$ cat config.mk
export PLATFORM = sky130hd
export DESIGN_NAME = jtag_tap_sequencer
export DESIGN_NICKNAME = d
export VERILOG_FILES = /design/src/rtl/jtag_tap_sequencer.sv
export SDC_FILE = /design/constraint.sdc
export NUM_CORES = 1
export LEC_CHECK = 0
export CAP_MARGIN = 20
export CORE_ASPECT_RATIO = 0.6
export CORE_MARGIN = 1
export CORE_UTILIZATION = 59
export DETAILED_ROUTE_END_ITERATION = 10
export GPL_TIMING_DRIVEN = 1
export PLACE_DENSITY = 0.85
export SLEW_MARGIN = 20
export SYNTH_ARGS = -nofsm -noshare
export SYNTH_HDL_FRONTEND = slang
export SYNTH_SLANG_ARGS = --single-unit
$ cat constraint.sdc
create_clock -name clk -period 8.57 [get_ports clk]
set_clock_uncertainty 0.05 [all_clocks]
set_input_delay 2.571 -clock clk [delete_from_list [all_inputs] [get_ports clk]]
set_output_delay 2.571 -clock clk [all_outputs]
set_load 0.005 [all_outputs]
$ cat src/rtl/jtag_tap_sequencer.sv
// -----------------------------------------------------------------------------
// jtag_tap_sequencer
// On-chip JTAG master. Turns TAP-reset / IR-scan / DR-scan / idle-clock
// commands into TCK/TMS/TDI waveforms and captures TDO into a response word.
// The target TAP is assumed to sit in RUN_TEST_IDLE between commands; after
// reset the sequencer only knows it is in TEST_LOGIC_RESET and inserts one
// TMS=0 clock before the first scan/idle command.
//
// Ports
//   clk, rst          system clock, synchronous active-low reset
//   cmd_valid/ready   command handshake: a command is taken on a clk edge
//                     where cmd_valid && cmd_ready; cmd_type/length/data are
//                     latched on that edge and cmd_ready drops the next cycle.
//                     cmd_ready returns in the same cycle as rsp_valid.
//   cmd_type          00 TAP reset, 01 IR scan, 10 DR scan, 11 idle clocks
//   cmd_length        scan bits / idle TCKs; 0 acts as 1, clamps at MAX_LENGTH
//   cmd_data          TDI bits, shifted LSB first
//   rsp_valid         one-clk pulse when a command completes
//   rsp_data          captured TDO (bit i = i-th shifted bit), held until the
//                     next completion
//   busy              command in progress
//   jtag_tck/tms/tdi  JTAG outputs (registered)
//   jtag_tdo          TDO from the target
// -----------------------------------------------------------------------------
module jtag_tap_sequencer #(
  parameter int CLOCK_DIV  = 4,
  parameter int MAX_LENGTH = 32
) (
  input  logic                  clk,
  input  logic                  rst,
  input  logic                  cmd_valid,
  output logic                  cmd_ready,
  input  logic [1:0]            cmd_type,
  input  logic [5:0]            cmd_length,
  input  logic [MAX_LENGTH-1:0] cmd_data,
  output logic                  rsp_valid,
  output logic [MAX_LENGTH-1:0] rsp_data,
  output logic                  busy,
  output logic                  jtag_tck,
  output logic                  jtag_tms,
  output logic                  jtag_tdi,
  input  logic                  jtag_tdo
);

  localparam int DIV_W = $clog2(2 * CLOCK_DIV);
  localparam int IDX_W = (MAX_LENGTH > 1) ? $clog2(MAX_LENGTH) : 1;
  localparam logic [DIV_W-1:0] DIV_RISE = DIV_W'(CLOCK_DIV - 1);
  localparam logic [DIV_W-1:0] DIV_LAST = DIV_W'(2 * CLOCK_DIV - 1);
  localparam logic [DIV_W-1:0] DIV_ONE  = DIV_W'(1);
  localparam logic [5:0]       MAX_LEN6 = 6'(MAX_LENGTH);

  typedef enum logic [2:0] {
    S_IDLE, S_PRE_IDLE, S_RESET, S_NAV_IN, S_SHIFT, S_NAV_OUT, S_WAIT, S_DONE
  } state_t;

  // Only two target states are ever known to the sequencer.
  typedef enum logic {TAP_TLR, TAP_RTI} tap_t;

  state_t                state_q, state_d, start_st, nxt_st;
  tap_t                  tap_q, tap_d;
  logic [DIV_W-1:0]      div_q, div_d;
  logic [5:0]            cnt_q, cnt_d, len_q, len_d, eff_len, nxt_cnt;
  logic [1:0]            type_q, type_d;
  logic [MAX_LENGTH-1:0] data_q, data_d, shift_q, shift_d, rsp_data_q, rsp_data_d;
  logic                  tck_q, tck_d, tms_q, tms_d, tdi_q, tdi_d;
  logic                  cmd_ready_q, cmd_ready_d, busy_q, busy_d;
  logic                  rsp_valid_q, rsp_valid_d, is_ir;

  // Number of TCKs spent in each segment of a command.
  function automatic logic [5:0] seg_len(state_t st, logic ir, logic [5:0] n);
    case (st)
      S_PRE_IDLE: seg_len = 6'd1;
      S_RESET:    seg_len = 6'd6;
      S_NAV_IN:   seg_len = ir ? 6'd4 : 6'd3;
      S_SHIFT:    seg_len = n;
      S_NAV_OUT:  seg_len = 6'd2;
      S_WAIT:     seg_len = n;
      default:    seg_len = 6'd1;
    endcase
  endfunction

  // TMS value for TCK number c of a segment.
  function automatic logic seg_tms(state_t st, logic [5:0] c, logic ir, logic [5:0] n);
    case (st)
      S_PRE_IDLE: seg_tms = 1'b0;
      S_RESET:    seg_tms = (c < 6'd5);
      S_NAV_IN:   seg_tms = ir ? (c < 6'd2) : (c == 6'd0);
      S_SHIFT:    seg_tms = (c == n - 6'd1);  // last bit moves to Exit1
      S_NAV_OUT:  seg_tms = (c == 6'd0);
      S_WAIT:     seg_tms = 1'b0;
      default:    seg_tms = 1'b1;
    endcase
  endfunction

  function automatic state_t seg_next(state_t st, logic [1:0] t);
    case (st)
      S_PRE_IDLE: seg_next = (t == 2'b11) ? S_WAIT : S_NAV_IN;
      S_NAV_IN:   seg_next = S_SHIFT;
      S_SHIFT:    seg_next = S_NAV_OUT;
      default:    seg_next = S_DONE;
    endcase
  endfunction

  function automatic state_t first_seg(logic [1:0] t, tap_t tap);
    if (t == 2'b00)       first_seg = S_RESET;
    else if (tap != TAP_RTI) first_seg = S_PRE_IDLE;
    else if (t == 2'b11)  first_seg = S_WAIT;
    else                  first_seg = S_NAV_IN;
  endfunction

  always_comb begin
    state_d     = state_q;
    tap_d       = tap_q;
    div_d       = div_q;
    cnt_d       = cnt_q;
    len_d       = len_q;
    type_d      = type_q;
    data_d      = data_q;
    shift_d     = shift_q;
    rsp_data_d  = rsp_data_q;
    tck_d       = tck_q;
    tms_d       = tms_q;
    tdi_d       = tdi_q;
    cmd_ready_d = cmd_ready_q;
    busy_d      = busy_q;
    rsp_valid_d = 1'b0;
    nxt_st      = state_q;
    nxt_cnt     = cnt_q;
    is_ir       = (type_q == 2'b01);

    if (cmd_length == 6'd0)         eff_len = 6'd1;
    else if (cmd_length > MAX_LEN6) eff_len = MAX_LEN6;
    else                            eff_len = cmd_length;
    start_st = first_seg(cmd_type, tap_q);

    case (state_q)
      S_IDLE, S_DONE: begin
        state_d     = S_IDLE;
        cmd_ready_d = 1'b1;
        busy_d      = 1'b0;
        if (cmd_valid && cmd_ready_q) begin
          state_d     = start_st;
          type_d      = cmd_type;
          len_d       = eff_len;
          data_d      = cmd_data;
          shift_d     = '0;
          div_d       = '0;
          cnt_d       = '0;
          cmd_ready_d = 1'b0;
          busy_d      = 1'b1;
          // TCK is already low: the first bit's TMS goes out on this edge.
          tms_d       = seg_tms(start_st, 6'd0, cmd_type == 2'b01, eff_len);
          tdi_d       = 1'b0;
        end
      end
      default: begin
        if (div_q == DIV_RISE) begin
          tck_d = 1'b1;
          div_d = div_q + DIV_ONE;
          if (state_q == S_SHIFT) shift_d[cnt_q[IDX_W-1:0]] = jtag_tdo;
        end else if (div_q == DIV_LAST) begin
          tck_d = 1'b0;
          div_d = '0;
          if ({1'b0, cnt_q} + 7'd1 < {1'b0, seg_len(state_q, is_ir, len_q)}) begin
            nxt_cnt = cnt_q + 6'd1;
          end else begin
            nxt_st  = seg_next(state_q, type_q);
            nxt_cnt = '0;
          end
          state_d = nxt_st;
          cnt_d   = nxt_cnt;
          if (nxt_st == S_DONE) begin
            tdi_d       = 1'b0;
            rsp_valid_d = 1'b1;
            rsp_data_d  = shift_q;
            cmd_ready_d = 1'b1;
            busy_d      = 1'b0;
            tap_d       = TAP_RTI;
          end else begin
            tms_d = seg_tms(nxt_st, nxt_cnt, is_ir, len_q);
            tdi_d = (nxt_st == S_SHIFT) ? data_q[nxt_cnt[IDX_W-1:0]] : 1'b0;
          end
        end else begin
          div_d = div_q + DIV_ONE;
        end
      end
    endcase
  end

  always_ff @(posedge clk) begin
    if (!rst) begin
      state_q     <= S_IDLE;
      tap_q       <= TAP_TLR;
      div_q       <= '0;
      cnt_q       <= '0;
      len_q       <= 6'd1;
      type_q      <= 2'b00;
      data_q      <= '0;
      shift_q     <= '0;
      rsp_data_q  <= '0;
      tck_q       <= 1'b0;
      tms_q       <= 1'b1;
      tdi_q       <= 1'b0;
      cmd_ready_q <= 1'b1;
      busy_q      <= 1'b0;
      rsp_valid_q <= 1'b0;
    end else begin
      state_q     <= state_d;
      tap_q       <= tap_d;
      div_q       <= div_d;
      cnt_q       <= cnt_d;
      len_q       <= len_d;
      type_q      <= type_d;
      data_q      <= data_d;
      shift_q     <= shift_d;
      rsp_data_q  <= rsp_data_d;
      tck_q       <= tck_d;
      tms_q       <= tms_d;
      tdi_q       <= tdi_d;
      cmd_ready_q <= cmd_ready_d;
      busy_q      <= busy_d;
      rsp_valid_q <= rsp_valid_d;
    end
  end

  assign cmd_ready = cmd_ready_q;
  assign busy      = busy_q;
  assign rsp_valid = rsp_valid_q;
  assign rsp_data  = rsp_data_q;
  assign jtag_tck  = tck_q;
  assign jtag_tms  = tms_q;
  assign jtag_tdi  = tdi_q;

endmodule

# Word level (Yosys, flattened, before mapping)
# Index checks and enable logic that the tools add are counted.
[totals] output_inout_bits=38 inputBits=44 reg_bits=123
[op_classes] n_addsub=5 n_bitwise=4 n_eq_ne=26 reduce_logical=25 mux=68 order_cmp=7
[op_table] cell="$mux W32" n=4
[op_table] cell="$mux W6" n=13
[op_table] cell="$mux W3" n=17
[op_table] cell="$eq A3 B3 Y1 const B" n=11
[op_table] cell="$bwmux W32" n=1
[op_table] cell="$mux W1" n=27
[op_table] cell="$pmux W6 S4" n=1
[op_table] cell="$logic_not A6 Y1" n=3
[op_table] cell="$eq A3 B2 Y1 const B" n=5
[op_table] cell="$lt A5 B6 Y1 const B" n=2
[op_table] cell="$sub A6 B1 Y6 const B" n=2
[op_table] cell="$reduce_bool A2 Y1" n=5
[op_table] cell="$eq A3 B1 Y1 const B" n=3
[op_table] cell="$pmux W3 S3" n=1
[op_table] cell="$reduce_and A3 Y1" n=3
[op_table] cell="$reduce_and A4 Y1" n=2
[op_table] cell="$reduce_or A2 Y1" n=4
[op_table] cell="$add A6 B1 Y7 const B" n=1
[op_table] cell="$lt A7 B6 Y1" n=1
[op_table] cell="$add A6 B1 Y6 const B" n=1
[op_table] cell="$eq A6 B6 Y1" n=1
[op_table] cell="$gt A6 B6 Y1 const B" n=1
[op_table] cell="$lt A6 B2 Y1 const B" n=1
[op_table] cell="$lt A6 B3 Y1 const B" n=1
[op_table] cell="16 further kinds" n=24

# Logic depth before layout (Yosys ltp)
[depth] depth_word=18 ltp_mapped=16 ltp_nobuf=13

# Worst setup path after synthesis
# No wires, ideal clock.
[synth_path] kind="input port to flip-flop" from="in rst" to="reg data_q[31]" path_stages=5 arrival_time_ps=3494 setup_slack_ps=4894 n_path_buf=3 path_cell_list="clkbuf_1 -> inv_2 -> clkbuf_1 -> clkbuf_1 -> a21oi_1"
[synth_lines] element="from (decl)" line_no="30" text="input logic rst,"
[synth_lines] element="to (signal assigned)" line_no="214" text="data_q <= data_d;"
[synth_lines] element="to (decl)" line_no="64" text="logic [MAX_LENGTH-1:0] data_q, data_d, shift_q, shift_d, rsp_data_q, rsp_data_d;"
# No word-level cell between the ends.

# Final worst setup path
[layout_path] from="reg cnt_q[0]" to="reg rsp_data_q[30] (netlist: rsp_data[30])"
[layout_between] elab_chain_len=8
[layout_lines] element="from (decl)" line_no="62" text="logic [5:0] cnt_q, cnt_d, len_q, len_d, eff_len, nxt_cnt;"
[layout_lines] element="from (signal assigned)" line_no="211" text="cnt_q <= cnt_d;"
[layout_lines] element="$add A6 B1 Y7" line_no="164" text="if ({1'b0, cnt_q} + 7'd1 < {1'b0, seg_len(state_q, is_ir, len_q)}) begin"
[layout_lines] element="$lt A7 B6 Y1" line_no="164"
[layout_lines] element="$mux W3" line_no="164"
[layout_lines] element="$mux W3" line_no="161" text="end else if (div_q == DIV_LAST) begin"
[layout_lines] element="$mux W3" line_no="157" text="if (div_q == DIV_RISE) begin"
[layout_lines] element="$mux W3" line_no="136" text="case (state_q)"
[layout_lines] element="$eq A3 B3 Y1" line_no="172" text="if (nxt_st == S_DONE) begin"
[layout_lines] element="$reduce_and A4 Y1 (no source line)"
[layout_lines] element="to (signal assigned)" line_no="216" text="rsp_data_q <= rsp_data_d;"
[layout_lines] element="to (decl)" line_no="64"
# Every way passes these cells. The select of a mux whose other input is x is not followed.
# A chain may end at the register's enable or synchronous reset.

==> run summary <==
RR Endpoint: rsp_data[30]$_SDFFE_PN0P_
Clk Latency, worst-skew pair: 420 ps
Total GRT Usage: 34.0%
Sequential fraction of the synthesis area: 41.7%
Site Rows: 27
Ys flop type: dfxtp_1
Endpoint class of the critical path: register
Final worst slack: 3430 ps
CTS buffer count: 17
R2r worst-path depth: 11
Crit path required time: 8850 ps
Ys Warns: 0
Crit path cell chain: ha_1, nand3_1, xnor2_1, ha_1, a21oi_1, o21ai_0, a311oi_1, and2_1, or3_2, nand2_1, a21oi_1
F_max: 195 MHz
Status: complete, no violations
Worst ir drop on vdd: 0.192 mV
Hold path depth: 2
Clock-pin slew on the worst setup and hold paths: 60 ps
CP Class: register to register
Worst Hold Class: register to register
DP HPWL: 11300 um
Post-CTS Setup Bufs: 0
Clock Power Share: 36.2%
Global route overflow: 0
Hold WS: 401 ps
Critical path launch point type: register
Max Cap Viol: 0
Syn Std Cell Area: 0.00590 mm2
Vias in the first global route: 5478
CP max-delay cell: dfxtp_1
Static Leakage: 2.49 nW
Library cells used by synthesis: 58
Worst-margin pin slew: 1040 ps
Initial Util: 62.6%
1st-pass router iterations: 6
Min cycle time layout: 5140 ps
Mapped Cells: 788
Initial drt markers: 749
CP top delay family: simple AND/OR/NAND/NOR gates
Place WS: 3230 ps
CP bufs+invs: 0
Worst Hold End: rsp_data[28]$_SDFFE_PN0P_
Vias/cell: 6.11
IO buf count: 81
RSZ-0062 raised after global routing: no
P&R area growth vs syn: 22.0%
Layout cells sized above 1: 5.47%
WL final: 17000 um
Root Driver: clkbuf_16
CP arrival: 5420 ps
Die H: 79.5 um
Layout net count: 886
Asr flop ratio synth: 0%
Clock tree buffer depth: 2
Largest net degree at the start of global routing: 84
Slew Limit Fails: 0
Vias: 5931
CP startpoint: cnt_q[0]$_SDFFE_PN0P_
First-pass GRT wire length: 27700 um
Core ar.: 0.00943 mm2
Clock Sinks: 123
Die ar.: 0.0104 mm2
RR Startpoint: cnt_q[0]$_SDFFE_PN0P_
Final Hold Viols: 0
Reg2Reg Setup Slack: 3430 ps
Post-synth EDFFs: 0
Post-synthesis register bit count: 123
Horiz. Die Dim: 131 um
CTS Hold Bufs: 0
I/O pins: 82
Residual DRC: 0
Routed WL per cell: 17.5 um
Routability Congestion: 0.934
Sequential power share: 37.0%
Post-CTS resize count: 0
Slowest stage delay, CP: 890 ps
TNS Setup: 0 ps
Slew headroom: 30.2%
Comb power frac: 26.8%
Syn_nets: 845
Filler cells: 662
Syn_area_per_cell: 7.49 um2
H-tree levels: 4
TritonCTS clock tree: yes
Post-DRT Antenna Nets: 0
Power per cell area: 256 mW/mm2
Psw: 644 uW
Sw Share: 34.9%
Internal: 1.20 mW
Antenna diode count: 0
Antenna violations before repair: 0
Setup-failing EPs final: 0
Hold Startpoint: rsp_data[28]$_SDFFE_PN0P_
Crit Path Max Fanout: 34
Tcrit/Tclk final: 59.9%
==> layout by cell type (no fill, tap or decap), types with 5 or more instances in the layout <==
cell / Yosys / routed
a31oi_1: 9 / 9
clkinv_2: 0 / 6
o21ai_0: 53 / 53
nor3_1: 5 / 5
xnor2_1: 7 / 7
mux2i_1: 9 / 9
nor2b_1: 6 / 6
nand3_1: 10 / 10
nor2_1: 39 / 37
nand2_1: 195 / 195
buf_4: 0 / 5
clkdlybuf4s50_1: 0 / 81
inv_1: 13 / 13
and2_1: 7 / 7
nand4_1: 7 / 7
ha_1: 13 / 13
dfxtp_1: 123 / 123
a211oi_1: 5 / 5
a21oi_1: 158 / 158
clkbuf_16: 0 / 17
==> power by group through the flow <==
stage | clock (mW) | combinational, mW | sequential [mW]
after global routing | 0.696 | 0.550 | 0.688
after detailed placement | 0 | 0.476 | 0.691
final | 0.667 | 0.495 | 0.682
after floorplan | 0 | 0.380 | 0.658
after global placement | 0 | 0.461 | 0.689
after CTS | 0.668 | 0.482 | 0.680
==> worst reg2reg max path, cell delays in order, from the launching register on <==
cell and delay (ps):
dfxtp_1 890, ha_1 690, nand3_1 210, xnor2_1 580, ha_1 370, a21oi_1 130
o21ai_0 90, a311oi_1 320, and2_1 670, or3_2 700, nand2_1 160, a21oi_1 180
==> synth_stat cells (2+ instances only) <==
| master | n | area, um2 |
|---|---|---|
| inv_1 | 13 | 48.8 |
| nand4_1 | 7 | 43.8 |
| a221o_1 | 3 | 30.0 |
| nor4_1 | 2 | 12.5 |
| dfxtp_1 | 123 | 2460 |
| nand2b_1 | 4 | 25.0 |
| nor3_1 | 5 | 25.0 |
| nand3b_1 | 4 | 30.0 |
| buf_2 | 9 | 45.0 |
| a32oi_1 | 4 | 35.0 |
| xnor2_1 | 7 | 61.3 |
| buf_1 | 4 | 15.0 |
| mux2i_1 | 9 | 90.1 |
| nor3b_1 | 3 | 22.5 |
| ha_1 | 13 | 163 |
| a21o_1 | 3 | 22.5 |
| a31oi_1 | 9 | 56.3 |
| nand3_1 | 10 | 50.1 |
| buf_6 | 2 | 22.5 |
| clkbuf_1 | 49 | 184 |
| nor2b_1 | 6 | 37.5 |
| a21oi_1 | 158 | 791 |
| o21a_1 | 2 | 15.0 |
| nor2_1 | 39 | 146 |
| a2111oi_0 | 2 | 17.5 |
| a211oi_1 | 5 | 37.5 |
| o21ai_0 | 53 | 265 |
| a22o_1 | 2 | 17.5 |
| mux4_2 | 3 | 67.6 |
| and3b_1 | 2 | 17.5 |
| xor2_1 | 4 | 35.0 |
| nand2_1 | 195 | 732 |
| and2_1 | 7 | 43.8 |
| and3_1 | 3 | 18.8 |
==> kinds of logic (layout without fill, tap and decap cells) <==
| family | after synthesis | count (layout) | share of synthesized area (%) |
|---|---|---|---|
| compound gates | 258 | 258 | 24.5 |
| xor+xnor | 12 | 12 | 1.91 |
| fa+ha+maj | 14 | 14 | 2.93 |
| buf+inv | 79 | 132 | 5.47 |
| flops | 123 | 123 | 41.7 |
| mux | 12 | 12 | 2.67 |
| simple gates | 290 | 290 | 20.8 |
==> routing by layer <==
metal / part of all wire (%) / GRT usage [%]
met1: 45 / 46.7
met2: 44 / 52.1
met3: 9.2 / 7.81
met4: 1.4 / 12.6
met5: 0 / 0
==> flip-flops by register name, indices dropped and copies added (netlist names), 2 cells and up <==
register	flops
state_q	3
rsp_data	32
data_q	32
len_q	6
type_q	2
div_q	3
shift_q	32
cnt_q	6
==> cell type report <==
class                   count  area, um2  share of cell area [%]
inverters                  15       56.3                   0.782
flip-flops and latches    123       2460                    34.2
clock inverters            12        101                    1.41
multi-input cells         586       3130                    43.4
well taps                 130        163                    2.26
repair buffers             86        848                    11.8
clock buffers              19        443                    6.15
==> worst max path at each step <==
stage,to,slack (ps),cells after the start
floorplan,data_q[31]$_SDFFE_PN0P_,4890,5
finish,rsp_data[30]$_SDFFE_PN0P_,3430,11
global route,rsp_data[24]$_SDFFE_PN0P_,3140,11
global placement,rsp_data[2]$_SDFFE_PN0P_,3590,11
CTS,rsp_data[7]$_SDFFE_PN0P_,3210,11
detailed placement,rsp_data[2]$_SDFFE_PN0P_,3230,11
==> through the flow <==
stage	util [%]	cell area [um2]	std cells	power [mW]
final	76.4	7200	971	1.84
after global routing	76.4	7200	971	1.93
after CTS	76.4	7200	971	1.83
after detailed placement	70.6	6660	940	1.17
after global placement	70.6	6650	940	1.15
after floorplan	-	5900	788	1.04
Power figures use the tool's default switching activity.
